==> src/rtl/input_buffer_b5_loader.sv <==
// Load/read sequencer for the 32-bank B5 input buffer: scatters a word stream round-robin
// across the banks, then serves row reads. Optional zero padding under INPUT_BUFFER_B5_ZERO_PAD_EN.
module input_buffer_b5_loader #(
  parameter int NUM_BANKS  = 32,
  parameter int DEPTH      = 4,
  parameter int DATA_WIDTH = 32,
  parameter int ADDR_WIDTH = 3
) (
  input  logic                  clk,
  input  logic                  rst,
  input  logic [DATA_WIDTH-1:0] s_data,
  input  logic                  s_valid,
  input  logic                  s_last,
  output logic                  s_ready,
  input  logic                  rd_en,
  input  logic [ADDR_WIDTH-1:0] rd_addr,
  input  logic                  tile_release,  // consumer finished with tile
  output logic                  buf_full,
  output logic [7:0]            load_words,
  output logic [DATA_WIDTH-1:0] bank_din,
  output logic [ADDR_WIDTH-1:0] bank_addr,
  output logic [NUM_BANKS-1:0]  bank_wea,
  output logic [NUM_BANKS-1:0]  bank_ena,
  output logic                  err_rd
);
  localparam logic [1:0] S_LOAD = 2'd0;
  localparam logic [1:0] S_FULL = 2'd2;
`ifdef INPUT_BUFFER_B5_ZERO_PAD_EN
  localparam logic [1:0] S_PAD  = 2'd1;
`endif
  localparam logic [7:0]          LAST_IDX = 8'(NUM_BANKS*DEPTH - 1);
  localparam logic [ADDR_WIDTH:0] DEPTH_L  = (ADDR_WIDTH+1)'(DEPTH);
  localparam logic [NUM_BANKS-1:0] ONE     = NUM_BANKS'(1);

  logic [1:0]            state_q, state_d;
  logic [7:0]            count_q, count_d;
  logic                  s_ready_q, s_ready_d;
  logic                  buf_full_q, buf_full_d;
  logic                  err_rd_q, err_rd_d;
  logic [DATA_WIDTH-1:0] din_q, din_d;
  logic [ADDR_WIDTH-1:0] addr_q, addr_d;
  logic [NUM_BANKS-1:0]  wea_q, wea_d, ena_q, ena_d;
`ifdef INPUT_BUFFER_B5_ZERO_PAD_EN
  logic [6:0]            pad_idx_q, pad_idx_d;
`endif
  logic                  hs, rd_legal;

  assign hs       = s_valid & s_ready_q;
  assign rd_legal = rd_en & (state_q == S_FULL) & ({1'b0, rd_addr} < DEPTH_L);

  always_comb begin
    state_d  = state_q;
    count_d  = count_q;
    err_rd_d = err_rd_q | (rd_en & ~rd_legal);
    din_d    = din_q;
    addr_d   = addr_q;
    wea_d    = '0;
    ena_d    = '0;
`ifdef INPUT_BUFFER_B5_ZERO_PAD_EN
    pad_idx_d = pad_idx_q;
`endif
    case (state_q)
      S_LOAD: if (hs) begin
        // word index k -> bank k[4:0], row k[6:5]
        wea_d   = ONE << count_q[4:0];
        ena_d   = ONE << count_q[4:0];
        addr_d  = ADDR_WIDTH'(count_q[6:5]);
        din_d   = s_data;
        count_d = count_q + 8'd1;
        if (count_q == LAST_IDX) state_d = S_FULL;
        else if (s_last) begin
`ifdef INPUT_BUFFER_B5_ZERO_PAD_EN
          state_d   = S_PAD;
          pad_idx_d = count_q[6:0] + 7'd1;
`else
          state_d   = S_FULL;
`endif
        end
      end
`ifdef INPUT_BUFFER_B5_ZERO_PAD_EN
      S_PAD: begin
        wea_d     = ONE << pad_idx_q[4:0];
        ena_d     = ONE << pad_idx_q[4:0];
        addr_d    = ADDR_WIDTH'(pad_idx_q[6:5]);
        din_d     = '0;
        pad_idx_d = pad_idx_q + 7'd1;
        if (pad_idx_q == LAST_IDX[6:0]) state_d = S_FULL;
      end
`endif
      S_FULL: begin
        if (rd_legal) begin
          ena_d  = '1;
          addr_d = rd_addr;
        end
        if (tile_release) begin
          state_d = S_LOAD;
          count_d = '0;
        end
      end
      default: state_d = S_LOAD;
    endcase
    s_ready_d  = (state_d == S_LOAD);
    buf_full_d = (state_d == S_FULL);
  end

  always_ff @(posedge clk) begin
    if (rst) begin
      state_q    <= S_LOAD;
      count_q    <= '0;
      s_ready_q  <= 1'b0;
      buf_full_q <= 1'b0;
      err_rd_q   <= 1'b0;
      din_q      <= '0;
      addr_q     <= '0;
      wea_q      <= '0;
      ena_q      <= '0;
`ifdef INPUT_BUFFER_B5_ZERO_PAD_EN
      pad_idx_q  <= '0;
`endif
    end else begin
      state_q    <= state_d;
      count_q    <= count_d;
      s_ready_q  <= s_ready_d;
      buf_full_q <= buf_full_d;
      err_rd_q   <= err_rd_d;
      din_q      <= din_d;
      addr_q     <= addr_d;
      wea_q      <= wea_d;
      ena_q      <= ena_d;
`ifdef INPUT_BUFFER_B5_ZERO_PAD_EN
      pad_idx_q  <= pad_idx_d;
`endif
    end
  end

  assign s_ready    = s_ready_q;
  assign buf_full   = buf_full_q;
  assign load_words = count_q;
  assign bank_din   = din_q;
  assign bank_addr  = addr_q;
  assign bank_wea   = wea_q;
  assign bank_ena   = ena_q;
  assign err_rd     = err_rd_q;
endmodule

==> config.mk <==
export PLATFORM = sky130hd
export DESIGN_NAME = input_buffer_b5_loader
export DESIGN_NICKNAME = d
export VERILOG_FILES = /design/src/rtl/input_buffer_b5_loader.sv
export SDC_FILE = /design/constraint.sdc
export NUM_CORES = 1
export LEC_CHECK = 0
export ABC_AREA = 1
export CORE_ASPECT_RATIO = 0.6
export CORE_MARGIN = 1.5
export CORE_UTILIZATION = 39
export DETAILED_ROUTE_END_ITERATION = 8
export PLACE_DENSITY = 0.73
export SLEW_MARGIN = 20
export SYNTH_ARGS = -nofsm -noshare
export SYNTH_HDL_FRONTEND = slang
export SYNTH_SLANG_ARGS = --single-unit
==> constraint.sdc <==
create_clock -name clk -period 1.17 [get_ports clk]
set_input_delay 0.351 -clock clk [delete_from_list [all_inputs] [get_ports clk]]
set_output_delay 0.351 -clock clk [all_outputs]
set_load 0.005 [all_outputs]
### Word-level counts from Yosys, hierarchy flattened

Index checks and enable logic that the tools add are counted.

* bits in registers: 112
* input bits: 41
* output and inout bits: 110
* word-level logic and storage cells: 46

* $add $sub $neg: 1
* order comparisons: 1
* eq/ne operators: 6
* shift operators: 1
* mux-type cells: 14
* bitwise logic cells: 7
* reductions and logical operators: 7

Operators with widths (count)
* $mux 32: 2
* $pmux 32 s2: 1
* $shl 1x5->32 const A: 1
* $mux 8: 2
* $pmux 8 s2: 1
* $add 8x1->8 const B: 1
* $eq 8x7->1 const B: 1
* $mux 2: 4
* $mux 3: 2
* $ne 2x2->1 const B: 3
* $pmux 3 s2: 1
* $reduce_and 3->1: 2
* $and 1x1->1: 4
* $eq 2x2->1 const B: 2
* $logic_not 2->1: 2
* $pmux 2 s2: 1
* $lt 3x3->1 const B: 1
* $not 1->1: 2
* $reduce_and 2->1: 1
* $reduce_bool 2->1: 1
* $reduce_or 2->1: 1
* $or 1x1->1: 1

### Logic depth before layout (Yosys ltp)

* depth in word-level cells: 6
* gate-level depth with buffers: 10
* mapped depth without buffers: 8

### Worst setup path after synthesis

No wires, ideal clock.

* kind: reg2reg
* start point: register count_q[1], in the netlist load_words[1]
* end point: register s_ready_q, in the netlist s_ready
* setup time: 128 ps
* arrival: 1054 ps
* required time: 1042 ps
* path slack: -11 ps
* stages on the path, launching flop included: 9
* path buffers: 0
* period minus slack after synthesis: 1181 ps
* cells stage by stage: dfxtp_1 > ha_1 > inv_1 > nor2_1 > nand3_1 > nand2_1 > nand2_1 > nand2_1 > nor2_1

* word-level cells in the longest chain between the ends: 5

RTL lines
* start, declared: line 36 `logic [7:0] count_q, count_d;`
* start signal, assigned: line 122 `count_q <= count_d;`
* $eq 8x7->1: line 70 `if (count_q == LAST_IDX) state_d = S_FULL;`
* $mux 2: line 70
* $mux 2: line 63 `S_LOAD: if (hs) begin`
* $pmux 2 s2: line 62 `case (state_q)`
* $logic_not 2->1: line 102 `s_ready_d = (state_d == S_LOAD);`
* end signal, assigned: line 123 `s_ready_q <= s_ready_d;`
* end, declared: line 37 `logic s_ready_q, s_ready_d;`

Every way passes these cells.
A chain may end at the register's enable or synchronous reset.

### Worst setup path in the final report

* start point: register count_q[1], in the netlist load_words[1]
* end point: register ena_q[28], in the netlist bank_ena[28]

* word-level cells in the longest chain between the ends: 3

RTL lines
* $shl 1x5->32: line 66 `ena_d = ONE << count_q[4:0];`
* $mux 32: line 63
* $pmux 32 s2: line 62
* end signal, assigned: line 129 `ena_q <= ena_d;`
* end, declared: line 42 `logic [NUM_BANKS-1:0] wea_q, wea_d, ena_q, ena_d;`

Every way passes these cells.

==> key figures <==
Status
  – Status: finished with violations
  – Violated checks: negative setup slack

Setup path
  – Slowest Stage Delay on Critical Path: 390 ps
  – Cell mode on critical path: inv_2
  – Data required, critical path: 1450 ps
  – Critical setup path kind: flop to flop
  – Critical R2R Launch: load_words[1]
  – CP Capture Type: flop
  – CP cell instances: inv_2 > ha_2 > inv_2 > buf_4 > nor2_4 > nand2_1 > a21oi_1
  – Setup crit start kind: flop
  – Cells on worst reg2reg path: 7
  – Reg-to-reg setup timing slack: -220 ps
  – Reg2Reg Capture Point: bank_ena[28]
  – Worst path arrival time: 1680 ps
  – Slowest cell on the critical path: dfxtp_4
  – Worst-path fanout max: 7

Place
  – IO buf count: 150
  – Placed cells: around 740
  – GP Congestion: 0.9055
  – Pre-CTS setup slack: -600.3 ps
  – DP HPWL: 8.068 mm
  – Post-DP Area: around 5600 µm²

STA
  – Final slew viol count: 0
  – RSZ-0062 raised after global routing: true
  – Setup TNS: -7309 ps
  – Hold slack: 437.6 ps
  – Period utilisation layout: 119.2%
  – Final WS setup: -224.5 ps
  – Final setup viols: 129
  – Clock skew: 10.76 ps
  – Post-layout min period: ~1400 ps
  – Fmax: 0.7171 GHz
  – Fin. Hold Viols: 0

Logic synthesis
  – Mapped Nets: about 500
  – Seq/Total Area, Yosys: roughly three fifths
  – EDFF count, synth: 0
  – Primary FF master, synth: dfxtp_1
  – Asr flop ratio synth: 0%
  – Mean Syn Cell Area: 8.298 µm²
  – Syn Inst Count: 457
  – Post-Syn Area: 3792 µm²
  – Flop and latch count out of synthesis: about 110
  – Yosys warns: 0
  – Yosys cell types: 22

Clock tree
  – CTS tree: yes
  – Max clock buf depth: 2
  – Total CTS buffers: 9
  – Hold-fix buffers, CTS: 0
  – Clk_lat worst skew: approximately 360 ps
  – H-tree levels: 3
  – Root Driver: clkbuf_16
  – Clock-pin slew on the worst setup and hold paths: 80 ps
  – CTS Sinks: 112

Layout
  – Post-Route Utilization: between 70% and 80%
  – Filler cells: approximately 670
  – Fraction of layout cells with a size suffix above 1: around three fifths
  – Design area: 6686 µm²
  – # nets final: 702
  – Area delta synth->final: 76.31%
  – FF+latch area: 2340 µm²
  – Multi-input logic area: 1921 µm²
  – Final cell count without fillers: just under 800
  – Antenna cells: 0

Power
  – Power Density: ~1200 nW/µm²
  – Sw Pwr: between 1.5 and 2 mW
  – Sw Share: 25.24%
  – Clock share of power: between 30% and 40%
  – Combinational share of power: between 10% and 20%
  – Peak supply drop: 859.2 µV
  – Leakage Power: 3.040 nW
  – Cell internal pwr: 5.848 mW
  – Total power: 7.823 mW
  – Seq pwr share: 50.7%

Min path
  – Hold Path End: load_words[0]
  – Worst hold start: rst
  – Hold WC Path Type: input pin to flop
  – Hold path cells: 4

Drt
  – DRT antenna net count: 0
  – 1st-pass router iterations: 5
  – DR vias: 3,976
  – Vias per cell: 5.027
  – DR iter-0 viols: 307
  – Final WL: 14.16 mm
  – Routed WL per cell: 17.90 µm
  – Number of remaining DRC errors: 0

Floorplanning
  – FP Rows: 27
  – Initial Utilization: 40.67%
  – Die span in y: 79.39 µm
  – Core box area: 9324 µm²
  – Die Wd: 130.3 µm
  – Num ports: 151
  – Die area: 10,340 µm²

Global route
  – Tot GR Track Use: a little under a quarter
  – Vias in the first global route: 3,660
  – Global route hottest layer: met2
  – GR Util met2: 36.53%
  – GR met3 Demand/Resource: 5.630%
  – Grt ovf: 0
  – Largest net degree at the start of global routing: 70
  – Antenna violations before repair: 0
  – Met1 usage: 33.00%
  – Global-route wire length before repair: 18.73 mm

Run
  – Max_cap viols: 0
==> routing by layer <==
metal	wire length (µm)	share of wire [%]
met3	1113	7.9
met2	6353	45
met5	0	0
met4	293	2.1
met1	6396	45
==> cells in the final DEF (no fill, tap or decap), types with 28 or more instances in the layout <==
cell type        instances
buf_2                   77
nor2_1                  74
dfxtp_2                 69
buf_6                   45
dfxtp_1                 40
buf_4                   40
nor2_4                  39
clkdlybuf4s50_1         35
a21oi_1                 30
o21ai_0                 29
nand2_2                 28
nand2_1                 28
==> worst max-delay path by stage <==
| stage | from | to | slack, ps | cells after the start |
|---|---|---|---|---|
| floorplan | s_valid | bank_din[12] | 30 | 8 |
| global placement | s_valid | load_words[4] | -540 | 9 |
| detailed placement | s_valid | load_words[4] | -600 | 9 |
| CTS | load_words[0] | s_ready | -120 | 9 |
| global route | load_words[1] | bank_ena[28] | -270 | 7 |
| finish | load_words[1] | bank_ena[28] | -220 | 7 |
==> power by group through the flow <==
stage	clock network, mW	logic (mW)	registers [mW]
CTS	3.06	0.579	3.93
floorplan	0	0.219	4.02
finish	3.04	0.822	3.97
global placement	0	0.571	4.01
detailed placement	0	0.586	4.02
global route	3.23	0.874	3.97
==> synth_stat cells, types with 2 or more instances <==
| cell type | instances | share of area [%] |
|---|---|---|
| nand3_1 | 12 | 1.6 |
| buf_4 | 2 | 0.40 |
| buf_1 | 2 | 0.20 |
| nor2_8 | 2 | 1.1 |
| nor2_1 | 123 | 12 |
| ha_1 | 5 | 1.6 |
| nor3_1 | 5 | 0.66 |
| inv_2 | 3 | 0.30 |
| dfxtp_1 | 112 | 59 |
| buf_2 | 8 | 1.1 |
| a21oi_1 | 40 | 5.3 |
| inv_1 | 25 | 2.5 |
| clkbuf_1 | 10 | 0.99 |
| nand2_1 | 62 | 6.1 |
| buf_6 | 3 | 0.89 |
| o21ai_0 | 37 | 4.9 |
==> kinds of logic (layout without fill, tap and decap cells) <==
kind of cell,after synthesis,count (layout),share of synthesized area [%]
compound gates,77,77,10.16
buf+inv,54,256,6.697
other cells,1,1,0.09888
fa+ha+maj,5,5,1.650
simple gates,208,210,22.27
flops,112,112,59.12
==> what timing repair did <==
item,CTS,global route
gates resized for setup,599,154
endpoints found under the setup margin,221,151
pin swaps,17,25
buffers inserted,9,18
gates cloned,5,3
==> flip-flops by register name, summed over array words and instances, names as in the netlist <==
name,count
load_words,8
bank_ena,32
bank_wea,32
state_q,2
bank_din,32
err_rd,1
bank_addr,3
s_ready,1
buf_full,1
==> worst max-delay path, delay by kind of cell (launching register included) <==
family | cells | cell delay [ps]
AOI/OAI and AO/OA | 1 | 190
DFF | 1 | 390
and+or+nand+nor | 2 | 220
adders and majority gates | 1 | 200
buffers and inverters | 3 | 310
==> area by class of cell <==
| type | instances | share of cell area (%) |
|---|---|---|
| clock buffers | 9 | 3.368 |
| clock inverters | 7 | 1.085 |
| inverters | 28 | 1.834 |
| multi-input cells | 293 | 28.72 |
| flip-flops and latches | 112 | 34.99 |
| well taps | 130 | 2.433 |
| repair buffers | 212 | 27.56 |
(Power assumes the default switching activity.)
==> edit (same flow settings) <==
Set the parameter `ADDR_WIDTH` to 5 (it was 3).
--- a/src/rtl/input_buffer_b5_loader.sv
+++ b/src/rtl/input_buffer_b5_loader.sv
@@ -5,5 +5,5 @@
   parameter int DEPTH      = 4,
   parameter int DATA_WIDTH = 32,
-  parameter int ADDR_WIDTH = 3
+  parameter int ADDR_WIDTH = 5
 ) (
   input  logic                  clk,
Interface: changed (resized bank_addr and rd_addr); port bits go from 151 to 155. The function was not compared with the original's and may differ.
==> edit against the original RTL <==
The flow still finishes with violations (negative setup slack); worst hold slack improved by 0.016 ns; wire length is 5.0% higher; area after synthesis rose by 2.6%; worst setup slack improved by 0.064 ns; design area increased by 13%; sequential cell count is 2 higher; total power grew 27%; maximum frequency increased by 4.8%; largest power group is now the clock network; highest routed layer unchanged.
==> edit: results (changes against the original RTL) <==
status=complete, but fails checks; failing checks=negative setup slack; Hold Crit Endpoint=bank_din[12]; final number of setup-violating endpoints=213 (+65%); clk_skew=0.00488 ns (-0.00588 ns); CP peak stage delay=0.44 ns (+0.05 ns); GRT Total Usage=24.9% (+0.98 points); LEAKAGE=3.56 nW (+17%); reg2reg start=state_q[1]; syn_nets=513 (+2.0%); first-pass GRT wire length=20000 um (+6.9%); hpwl dp=8170 um (+1.3%); top cells by count, synth=nor2_1, dfxtp_1, nand2_1, a21oi_1, o21ai_0; wire length on met1=6710 um (+4.9%); Hold Crit Class=flop to flop; Worst-Skew Late Latency=0.41 ns (+0.05 ns); M2 GR Usage=37.6% (+1.1 points); wire length on met2=6840 um (+7.6%); Area contributors post-synth=dfxtp_1, nor2_1, nand2_1; CP Data Arrival Time=0.98 ns (-0.70 ns); met3 WL=922 um (-17%); Crit Path Category=flop to output pin; worst-path maximum fanout=6 (-1); port buffer count=154 (+2.7%); number of CTS-inserted buffers=17 (+8); GRT met1 Usage=31.7% (-1.3 points); Distinct cells, synth=27 (+23%); post-route setup slack=-0.160 ns (+0.0643 ns)
-- edit: changes by cell type in the layout (fill, tap and decap cells not counted), moves of 16 or more --
cell / unedited run / this run
a21oi_2: 10 / 30
nand2_4: 5 / 25
a21oi_1: 30 / 12
nand2_1: 28 / 12
nor2_2: 12 / 30
nor2_1: 74 / 53
-- edit: kinds of logic after synthesis --
| kind of cell | share of synthesized area [%] |
|---|---|
| buffers and inverters | 7.11 |
| AOI/OAI and AO/OA | 9.90 |
| adders and majority gates | 1.61 |
| and+or+nand+nor | 22.6 |
| DFF | 58.6 |
| other | 0.0964 |
-- edit: tightest hold or removal path: stages, from the launching register on --
cell	delay, ns
dfxtp_2	0.32
nor2_1	0.04
nor2_1	0.06
-- edit: final cells by class --
cell class | count | area [um2] | area share (%)
clock buffer | 18 | 429 | 5.67
clock inverter | 14 | 141 | 1.87
inverter | 30 | 130 | 1.72
multi-input combinational | 295 | 2310 | 30.5
sequential | 114 | 2390 | 31.6
tap | 130 | 163 | 2.15
timing repair buffer | 221 | 2000 | 26.4
